[config.mk]
export PLATFORM = sky130hd
export DESIGN_NAME = transmitter_flat
export DESIGN_NICKNAME = d
export VERILOG_FILES = /design/src/rtl/transmitter_if.sv /design/src/rtl/transmitter.sv /design/src/flat_wrapper.sv
export SDC_FILE = /design/constraint.sdc
export NUM_CORES = 1
export LEC_CHECK = 0
export ABC_AREA = 1
export CAP_MARGIN = 20
export CORE_AREA = 2 2 65 92
export DETAILED_ROUTE_END_ITERATION = 7
export DIE_AREA = 0 0 67 94
export PLACE_DENSITY_LB_ADDON = 0.25
export SYNTH_ARGS = -nofsm -noshare
export SYNTH_HDL_FRONTEND = slang
export SYNTH_SLANG_ARGS = --single-unit
[constraint.sdc]
create_clock -name clk -period 1.6 [get_ports clk]
set_input_delay 0.32 -clock clk [delete_from_list [all_inputs] [get_ports clk]]
set_output_delay 0.32 -clock clk [all_outputs]
set_load 0.02 [all_outputs]
[src/rtl/transmitter_if.sv]
// Host-side word handshake and coax line outputs of the 3270 transmitter.
interface transmitter_if;
  logic [11:0] txWord;
  logic        txValid;
  logic        txReady;
  logic        serialOut;
  logic        txActive;

  modport master (output txWord, txValid, input txReady, serialOut, txActive);
  modport slave  (input txWord, txValid, output txReady, serialOut, txActive);
endinterface

[src/rtl/transmitter.sv]
// 3270 coax transmitter: header, Manchester-coded 12-bit words, violation trailer, idle gap.
// state   | meaning
// IDLE    | line low, waiting for a queued word
// HEADER  | sending the 16 header half-bits
// WORD    | sending 24 half-bits of the shifter, chaining queued words
// TRAILER | sending the code-violation trailer
// GAP     | enforced idle-low time before the next header
module transmitter #(
  parameter int          HALF_BIT   = 20,
  parameter logic [15:0] HEADER     = 16'b0101010101000111,
  parameter logic [5:0]  TRAILER    = 6'b111000,
  parameter int          GAP_HALVES = 8
) (
  input  logic         clk,
  input  logic         reset,
  transmitter_if.slave tx
);
  localparam int CNT_W   = (HALF_BIT > 1) ? $clog2(HALF_BIT) : 1;
  localparam int IDX_MAX = (GAP_HALVES > 24) ? GAP_HALVES : 24;
  localparam int IDX_W   = $clog2(IDX_MAX);
  localparam logic [CNT_W-1:0] CNT_LAST = CNT_W'(HALF_BIT - 1);

  typedef enum logic [2:0] {S_IDLE, S_HEADER, S_WORD, S_TRAILER, S_GAP} state_t;

  state_t           state_q, state_d;
  logic [CNT_W-1:0] cnt_q, cnt_d;
  logic [IDX_W-1:0] idx_q, idx_d, idx_dec;
  logic [11:0]      hold_q, hold_d;
  logic [11:0]      shift_q, shift_d;
  logic             hold_full_q, hold_full_d;
  logic             ready_q, ready_d;
  logic             serial_q, serial_d;
  logic             active_q, active_d;
  logic             transfer, cell_end, last_cell, drain;

  always_comb begin
    transfer    = tx.txValid && ready_q;
    cell_end    = (cnt_q == '0);
    last_cell   = (idx_q == '0);
    idx_dec     = idx_q - IDX_W'(1);
    state_d     = state_q;
    cnt_d       = cell_end ? CNT_LAST : cnt_q - CNT_W'(1);
    idx_d       = idx_q;
    hold_d      = hold_q;
    hold_full_d = hold_full_q;
    shift_d     = shift_q;
    serial_d    = serial_q;
    active_d    = active_q;
    drain       = 1'b0;

    if (transfer) begin
      hold_d      = tx.txWord;
      hold_full_d = 1'b1;
    end

    case (state_q)
      S_IDLE: begin
        serial_d = 1'b0;
        active_d = 1'b0;
        cnt_d    = CNT_LAST;
        if (hold_full_q) begin
          state_d  = S_HEADER;
          idx_d    = IDX_W'(15);
          serial_d = HEADER[15];
          active_d = 1'b1;
        end
      end
      S_HEADER: begin
        if (cell_end) begin
          if (last_cell) begin
            state_d     = S_WORD;
            shift_d     = hold_q;
            hold_full_d = 1'b0;
            drain       = 1'b1;
            idx_d       = IDX_W'(23);
            serial_d    = ~hold_q[11];
          end else begin
            idx_d    = idx_dec;
            serial_d = HEADER[idx_dec[3:0]];
          end
        end
      end
      S_WORD: begin
        if (cell_end) begin
          if (last_cell) begin
            if (hold_full_q) begin
              shift_d     = hold_q;
              hold_full_d = 1'b0;
              drain       = 1'b1;
              idx_d       = IDX_W'(23);
              serial_d    = ~hold_q[11];
            end else if (transfer) begin
              // A word arriving exactly on the boundary bypasses the holding register.
              shift_d     = tx.txWord;
              hold_full_d = 1'b0;
              idx_d       = IDX_W'(23);
              serial_d    = ~tx.txWord[11];
            end else begin
              state_d  = S_TRAILER;
              idx_d    = IDX_W'(5);
              serial_d = TRAILER[5];
            end
          end else begin
            idx_d = idx_dec;
            if (idx_q[0]) begin
              serial_d = shift_q[11];
            end else begin
              shift_d  = {shift_q[10:0], 1'b0};
              serial_d = ~shift_q[10];
            end
          end
        end
      end
      S_TRAILER: begin
        if (cell_end) begin
          if (last_cell) begin
            state_d  = S_GAP;
            idx_d    = IDX_W'(GAP_HALVES - 1);
            serial_d = 1'b0;
            active_d = 1'b0;
          end else begin
            idx_d    = idx_dec;
            serial_d = TRAILER[idx_dec[2:0]];
          end
        end
      end
      S_GAP: begin
        serial_d = 1'b0;
        active_d = 1'b0;
        if (cell_end) begin
          if (last_cell) state_d = S_IDLE;
          else           idx_d   = idx_dec;
        end
      end
      default: begin
        state_d  = S_IDLE;
        serial_d = 1'b0;
        active_d = 1'b0;
      end
    endcase

    // Ready reopens one edge after the holding register drains into the shifter.
    ready_d = ~hold_full_d & ~drain;
  end

  always_ff @(posedge clk or posedge reset) begin
    if (reset) begin
      state_q     <= S_IDLE;
      cnt_q       <= '0;
      idx_q       <= '0;
      hold_q      <= '0;
      shift_q     <= '0;
      hold_full_q <= 1'b0;
      ready_q     <= 1'b0;
      serial_q    <= 1'b0;
      active_q    <= 1'b0;
    end else begin
      state_q     <= state_d;
      cnt_q       <= cnt_d;
      idx_q       <= idx_d;
      hold_q      <= hold_d;
      shift_q     <= shift_d;
      hold_full_q <= hold_full_d;
      ready_q     <= ready_d;
      serial_q    <= serial_d;
      active_q    <= active_d;
    end
  end

  assign tx.txReady   = ready_q;
  assign tx.serialOut = serial_q;
  assign tx.txActive  = active_q;
endmodule

[src/flat_wrapper.sv]
// flat-port wrapper written by rule: the top's interface ports become plain ports
module transmitter_flat 
#(
  parameter int          HALF_BIT   = 20,
  parameter logic [15:0] HEADER     = 16'b0101010101000111,
  parameter logic [5:0]  TRAILER    = 6'b111000,
  parameter int          GAP_HALVES = 8
)
  (clk, reset, tx_txWord, tx_txValid, tx_txReady, tx_serialOut, tx_txActive);
  transmitter_if tx_i ();
  input  logic clk;
  input  logic reset;
  input wire logic [$bits(tx_i.txWord)-1:0] tx_txWord;
  input wire logic [$bits(tx_i.txValid)-1:0] tx_txValid;
  output wire logic [$bits(tx_i.txReady)-1:0] tx_txReady;
  output wire logic [$bits(tx_i.serialOut)-1:0] tx_serialOut;
  output wire logic [$bits(tx_i.txActive)-1:0] tx_txActive;
  assign tx_i.txWord = tx_txWord;
  assign tx_i.txValid = tx_txValid;
  assign tx_txReady = tx_i.txReady;
  assign tx_serialOut = tx_i.serialOut;
  assign tx_txActive = tx_i.txActive;
  transmitter #(.HALF_BIT(HALF_BIT), .HEADER(HEADER), .TRAILER(TRAILER), .GAP_HALVES(GAP_HALVES)) u_core (.clk(clk), .reset(reset), .tx(tx_i));
endmodule
# Word-level counts from Yosys, hierarchy flattened
# Memories as Yosys holds them, arrays and structs flattened.
# Index checks and enable logic that the tools add are counted.
dict set report totals {
  in_bits 15
  ff_bits 41
  wordCells 115
  memories 2
  mem_bits_ro 24
  output_inout_bits 3
}
# memory words word_bits rd rd_ports_with_merged_regs write_ports line_no
set memory_table {}
lappend memory_table {{(name not given)} 16 1 1 0 0 transmitter.sv:79} ;# serial_d = HEADER[idx_dec[3:0]];
lappend memory_table {{(name not given)} 8 1 1 0 0 transmitter.sv:123} ;# serial_d = TRAILER[idx_dec[2:0]];
dict set report classes {
  addsub 2
  n_eq_ne 18
  muxes 63
  reduce_logical 12
  magnitude_cmp 2
  bitwise_logic 7
}
# operator n
set ops {}
lappend ops {{$mux 12} 7}
lappend ops {{$mux 5} 13}
lappend ops {{$mux 3} 11}
lappend ops {{$mux 1} 25}
lappend ops {{$pmux 5 s5} 1}
lappend ops {{$pmux 12 s2} 1}
lappend ops {{$ne 2x1->1 const B} 9}
lappend ops {{$pmux 3 s5} 1}
lappend ops {{$reduce_and 11->1} 1}
lappend ops {{$logic_not 5->1} 2}
lappend ops {{$sub 5x1->5 const B} 2}
lappend ops {{$reduce_and 7->1} 1}
lappend ops {{$eq 3x2->1 const B} 2}
lappend ops {{$ne 2x2->1 const B} 3}
lappend ops {{$not 1->1} 6}
lappend ops {{$pmux 1 s3} 2}
lappend ops {{$reduce_and 3->1} 2}
lappend ops {{$reduce_and 6->1} 1}
lappend ops {{$lt 4x5->1 const B} 1}
lappend ops {{$reduce_bool 5->1} 1}
lappend ops {{$lt 3x4->1 const B} 1}
lappend ops {{$ne 4x2->1 const B} 1}
lappend ops {{$pmux 1 s2} 2}
lappend ops {{$eq 3x1->1 const B} 1}
lappend ops {{other kinds (7)} 7}

# Depth between registers and ports, before layout
dict set report depth {
  word_depth 9
  mapped_depth 11
}

# Least setup slack after synthesis
# Ideal clock, no wire load.
dict set report synth_timing {
  path_kind {flip-flop to flip-flop}
  startpoint {register u_core.idx_q[0]}
  endpoint {register u_core.shift_q[1]}
  arrival_time_ns 1.490
  slack_ns -0.007
  path_stages_with_launch 12
  setup_ns 0.116
  synth_period_minus_slack_ns 1.607
  cell_sequence {dfrtp_1 -> inv_1 -> ha_1 -> nand3_2 -> inv_1 -> buf_4 -> buf_4 -> nand2_1 -> o211ai_1 -> nand2_1 -> nand2_1 -> nand2_1}
}
dict set report synth_via {
  elab_chain_cells 4
  word_cells_on_any_way 8
  cone_classes {3 x eq/ne; 3 x mux; 2 x reduce/logical}
}
# item line_no
set synth_rtl {}
lappend synth_rtl {{from (decl)} transmitter.sv:27} ;# logic [IDX_W-1:0] idx_q, idx_d, idx_dec;
lappend synth_rtl {{from (signal assigned)} transmitter.sv:160} ;# idx_q <= idx_d;
lappend synth_rtl {{$logic_not 5->1} transmitter.sv:39} ;# last_cell = (idx_q == '0);
lappend synth_rtl {{$mux 12} transmitter.sv:85} ;# if (last_cell) begin
lappend synth_rtl {{$mux 12} transmitter.sv:84} ;# if (cell_end) begin
lappend synth_rtl {{$pmux 12 s2} transmitter.sv:56} ;# case (state_q)
lappend synth_rtl {{to (signal assigned)} transmitter.sv:162} ;# shift_q <= shift_d;
lappend synth_rtl {{to (decl)} transmitter.sv:29} ;# logic [11:0] shift_q, shift_d;
# Several ways; a longest one is shown, not always the timed one. The select of a mux whose other input is x is not followed.
# A chain may end at the register's enable or synchronous reset.

# Worst setup path in the final report
dict set report layout_timing {
  startpoint {register u_core.idx_q[0]}
  endpoint {register u_core.shift_q[6]}
}
# Same word-level chain as after synthesis.

==> results.sh <==
export IMPL_status="complete, no violations"
export IMPL_grt_pass1_vias=2310
export IMPL_wirelength_mm=5.70
export IMPL_leakage_uw=0.00160
export IMPL_initial_core_util_pct=43.9
export IMPL_layout_common_cells="nand2_1 (123), dfrtp_1 (40), nor2_1 (32)"
export IMPL_synthCells=337
export IMPL_initialDrtViolationCount=125
export IMPL_clock_latency_ns=0.29
export IMPL_wl_per_cell_um=12.6
export IMPL_wl_met1_mm=2.34
export IMPL_ir_drop_v=0.000830
export IMPL_cts_buffer_depth=2
export IMPL_vias=2251
export IMPL_whs_ns=0.375
export IMPL_yosys_warnings=0
export IMPL_met3_length_um=139
export IMPL_tightest_slew_ns=0.253
export IMPL_finClkSkew_ns=0.00598
export IMPL_rsz0062_at_grt="yes"
export IMPL_top_layer="met4"
export IMPL_relSlewSlack_pct=83.1
export IMPL_grt_pass1_wl_mm=9.93
export IMPL_grt_max_degree=42
export IMPL_layout_commonest_cell="nand2_1"
export IMPL_crit_type="reg -> reg"
export IMPL_io_buffers=17
export IMPL_cts_max_level=2
export IMPL_ys_seq_area_share_pct=42.9
export IMPL_drc=0
export IMPL_design_portCount=18
export IMPL_layout_drive_gt1_share_pct=19.5
export IMPL_antenna_found_initial=0
export IMPL_synth_area_top_cells="dfrtp_1 (43%), nand2_1 (21%), inv_1 (5.3%)"
export IMPL_post_route_min_period_ns=1.56
export IMPL_clkSinkCount=41
export IMPL_cts_tree="yes"
export IMPL_syn_nets=355
export IMPL_dp_final_hpwl_mm=4.09
export IMPL_cts_buffers=5
export IMPL_grt_overflow=0
export IMPL_ys_ff_latch=41
export IMPL_die_h_um=94
export IMPL_setup_viol=0
export IMPL_ctsHoldBuffers=0
export IMPL_synth_edf_count=0
export IMPL_wl_met2_mm=3.11
export IMPL_nFillCells=560
export IMPL_core_um2=5450
export IMPL_antenna_cells=0
export IMPL_rows=32
export IMPL_worstPathRequired_ns=1.79
export IMPL_drv_slew=0
export IMPL_post_route_period_util_pct=97.5
export IMPL_dieArea_um2=6300
export IMPL_syn_area_um2=2390
export IMPL_max_freq_mhz=641
export IMPL_cts_root_buf="clkbuf_8"
export IMPL_cp_start_kind="flip-flop"
export IMPL_cap_violations=0
export IMPL_utilization_pct=55.7
export IMPL_ant_nets=0
export IMPL_hold_class="in -> async"
export IMPL_synth_avg_cell_area_um2=7.09
export IMPL_worst_ep_arrival_time_ns=1.75
export IMPL_synthFlopType="dfrtp_1"
export IMPL_nets=403
export IMPL_finalHoldViolCount=0
export IMPL_yosys_area_top_type="dfrtp_1"
export IMPL_end_kind="flip-flop"
export IMPL_drtPass1Iterations=4
export IMPL_synth_distinct_cells=27
export IMPL_total_power_uw=5240
export IMPL_grtUsageTotal_pct=20.5
export IMPL_clk_pin_slew_ns=0.08
export IMPL_synth_top_area_share_pct=42.9
export IMPL_vias_per_cell=4.97
export IMPL_gp_congestion=0.944
export IMPL_crit_fanout=6
export IMPL_async_flop_share_pct=100
export IMPL_die_x_um=67
export IMPL_area_delta_synth_final_pct=26.9
export IMPL_power_density_nw_per_um2=1730
==> flip-flops by register name, summed over array words and instances, names as in the netlist <==
name / flops
u_core.cnt_q: 5
u_core.hold_q: 12
u_core.hold_full_q: 1
u_core.tx.txReady: 1
u_core.tx.serialOut: 1
u_core.shift_q: 12
u_core.idx_q: 5
u_core.state_q: 3
u_core.tx.txActive: 1
==> logic make-up (layout without fill, tap and decap cells) <==
group           Yosys count  after routing  synth area share, %
xor+xnor                  2              2                0.733
flops                    41             41                 42.9
simple gates            197            197                 34.9
compound gates           47             47                 11.2
buf+inv                  47             95                 8.69
fa+ha+maj                 3              3                 1.57
==> layer usage <==
metal,global-route usage [%],up-vias
li1,-,1151
met1,22.4,1059
met2,38.9,33
met3,3.00,8
met4,6.80,0
met5,0,-
==> Yosys cell counts (3+ instances only) <==
| master | instances |
|---|---|
| o21ai_0 | 23 |
| dfrtp_1 | 41 |
| nand3_2 | 3 |
| inv_1 | 34 |
| inv_2 | 4 |
| buf_4 | 4 |
| nor2_1 | 33 |
| nand3_1 | 10 |
| nor3_1 | 5 |
| o211ai_1 | 10 |
| ha_1 | 3 |
| nand2_1 | 135 |
| a21oi_1 | 10 |
| nand2_2 | 3 |
==> per-stage QoR <==
step           cells  instance area [um^2]  TNS (ns)  setup WS, ns
6_report         453                  3030         0        0.0402
5_1_grt          453                  3030    -0.949       -0.0886
4_1_cts          450                  2940         0       0.00319
3_5_place_dp     442                  2820    -0.783        -0.108
3_3_place_gp     442                  2820    -0.375       -0.0555
2_1_floorplan    337                  2390         0        0.0258
==> final timing paths <==
path,from,slack (ns),to,cells past startpoint
min,reset,0.37,u_core.cnt_q[3],3
min reg2reg,u_core.hold_q[10],0.49,u_core.hold_q[10],2
max,u_core.idx_q[0],0.04,u_core.shift_q[6],9
min in group clk,u_core.hold_q[10],0.49,u_core.hold_q[10],2
max in group asynchronous,reset,1.02,u_core.state_q[0],3
max reg2reg,u_core.idx_q[0],0.04,u_core.shift_q[6],9
==> power breakdown <==
group	total, uW	switching [uW]	internal (uW)
logic	2780	1560	1220
clock network	652	350	302
registers	1810	327	1480
==> critical path, cell delays in order, from the launching register on <==
cell	delay, ns
dfrtp_1	0.40
inv_2	0.09
ha_4	0.16
nand3_4	0.10
buf_4	0.18
a21oi_2	0.16
nand2_4	0.11
buf_6	0.16
nand2_1	0.05
nand2_1	0.05
==> area by class of cell <==
cell class	instances	area, um^2	share of cell area (%)
Clock buffer	6	72.6	2.39
Clock inverter	1	8.76	0.289
Inverter	38	150	4.95
Multi-Input combinational cell	249	1220	40.3
Sequential cell	41	1030	33.9
Tap cell	68	85.1	2.81
Timing Repair Buffer	50	468	15.4
==> what timing repair did <==
action | 4_1_cts | 5_1_grt
pin swaps | 2 | 11
gates resized for setup | 9 | 24
setup endpoints to repair | 13 | 18
buffers inserted | 1 | 3
No activity file was read; power rests on OpenSTA's default activity.
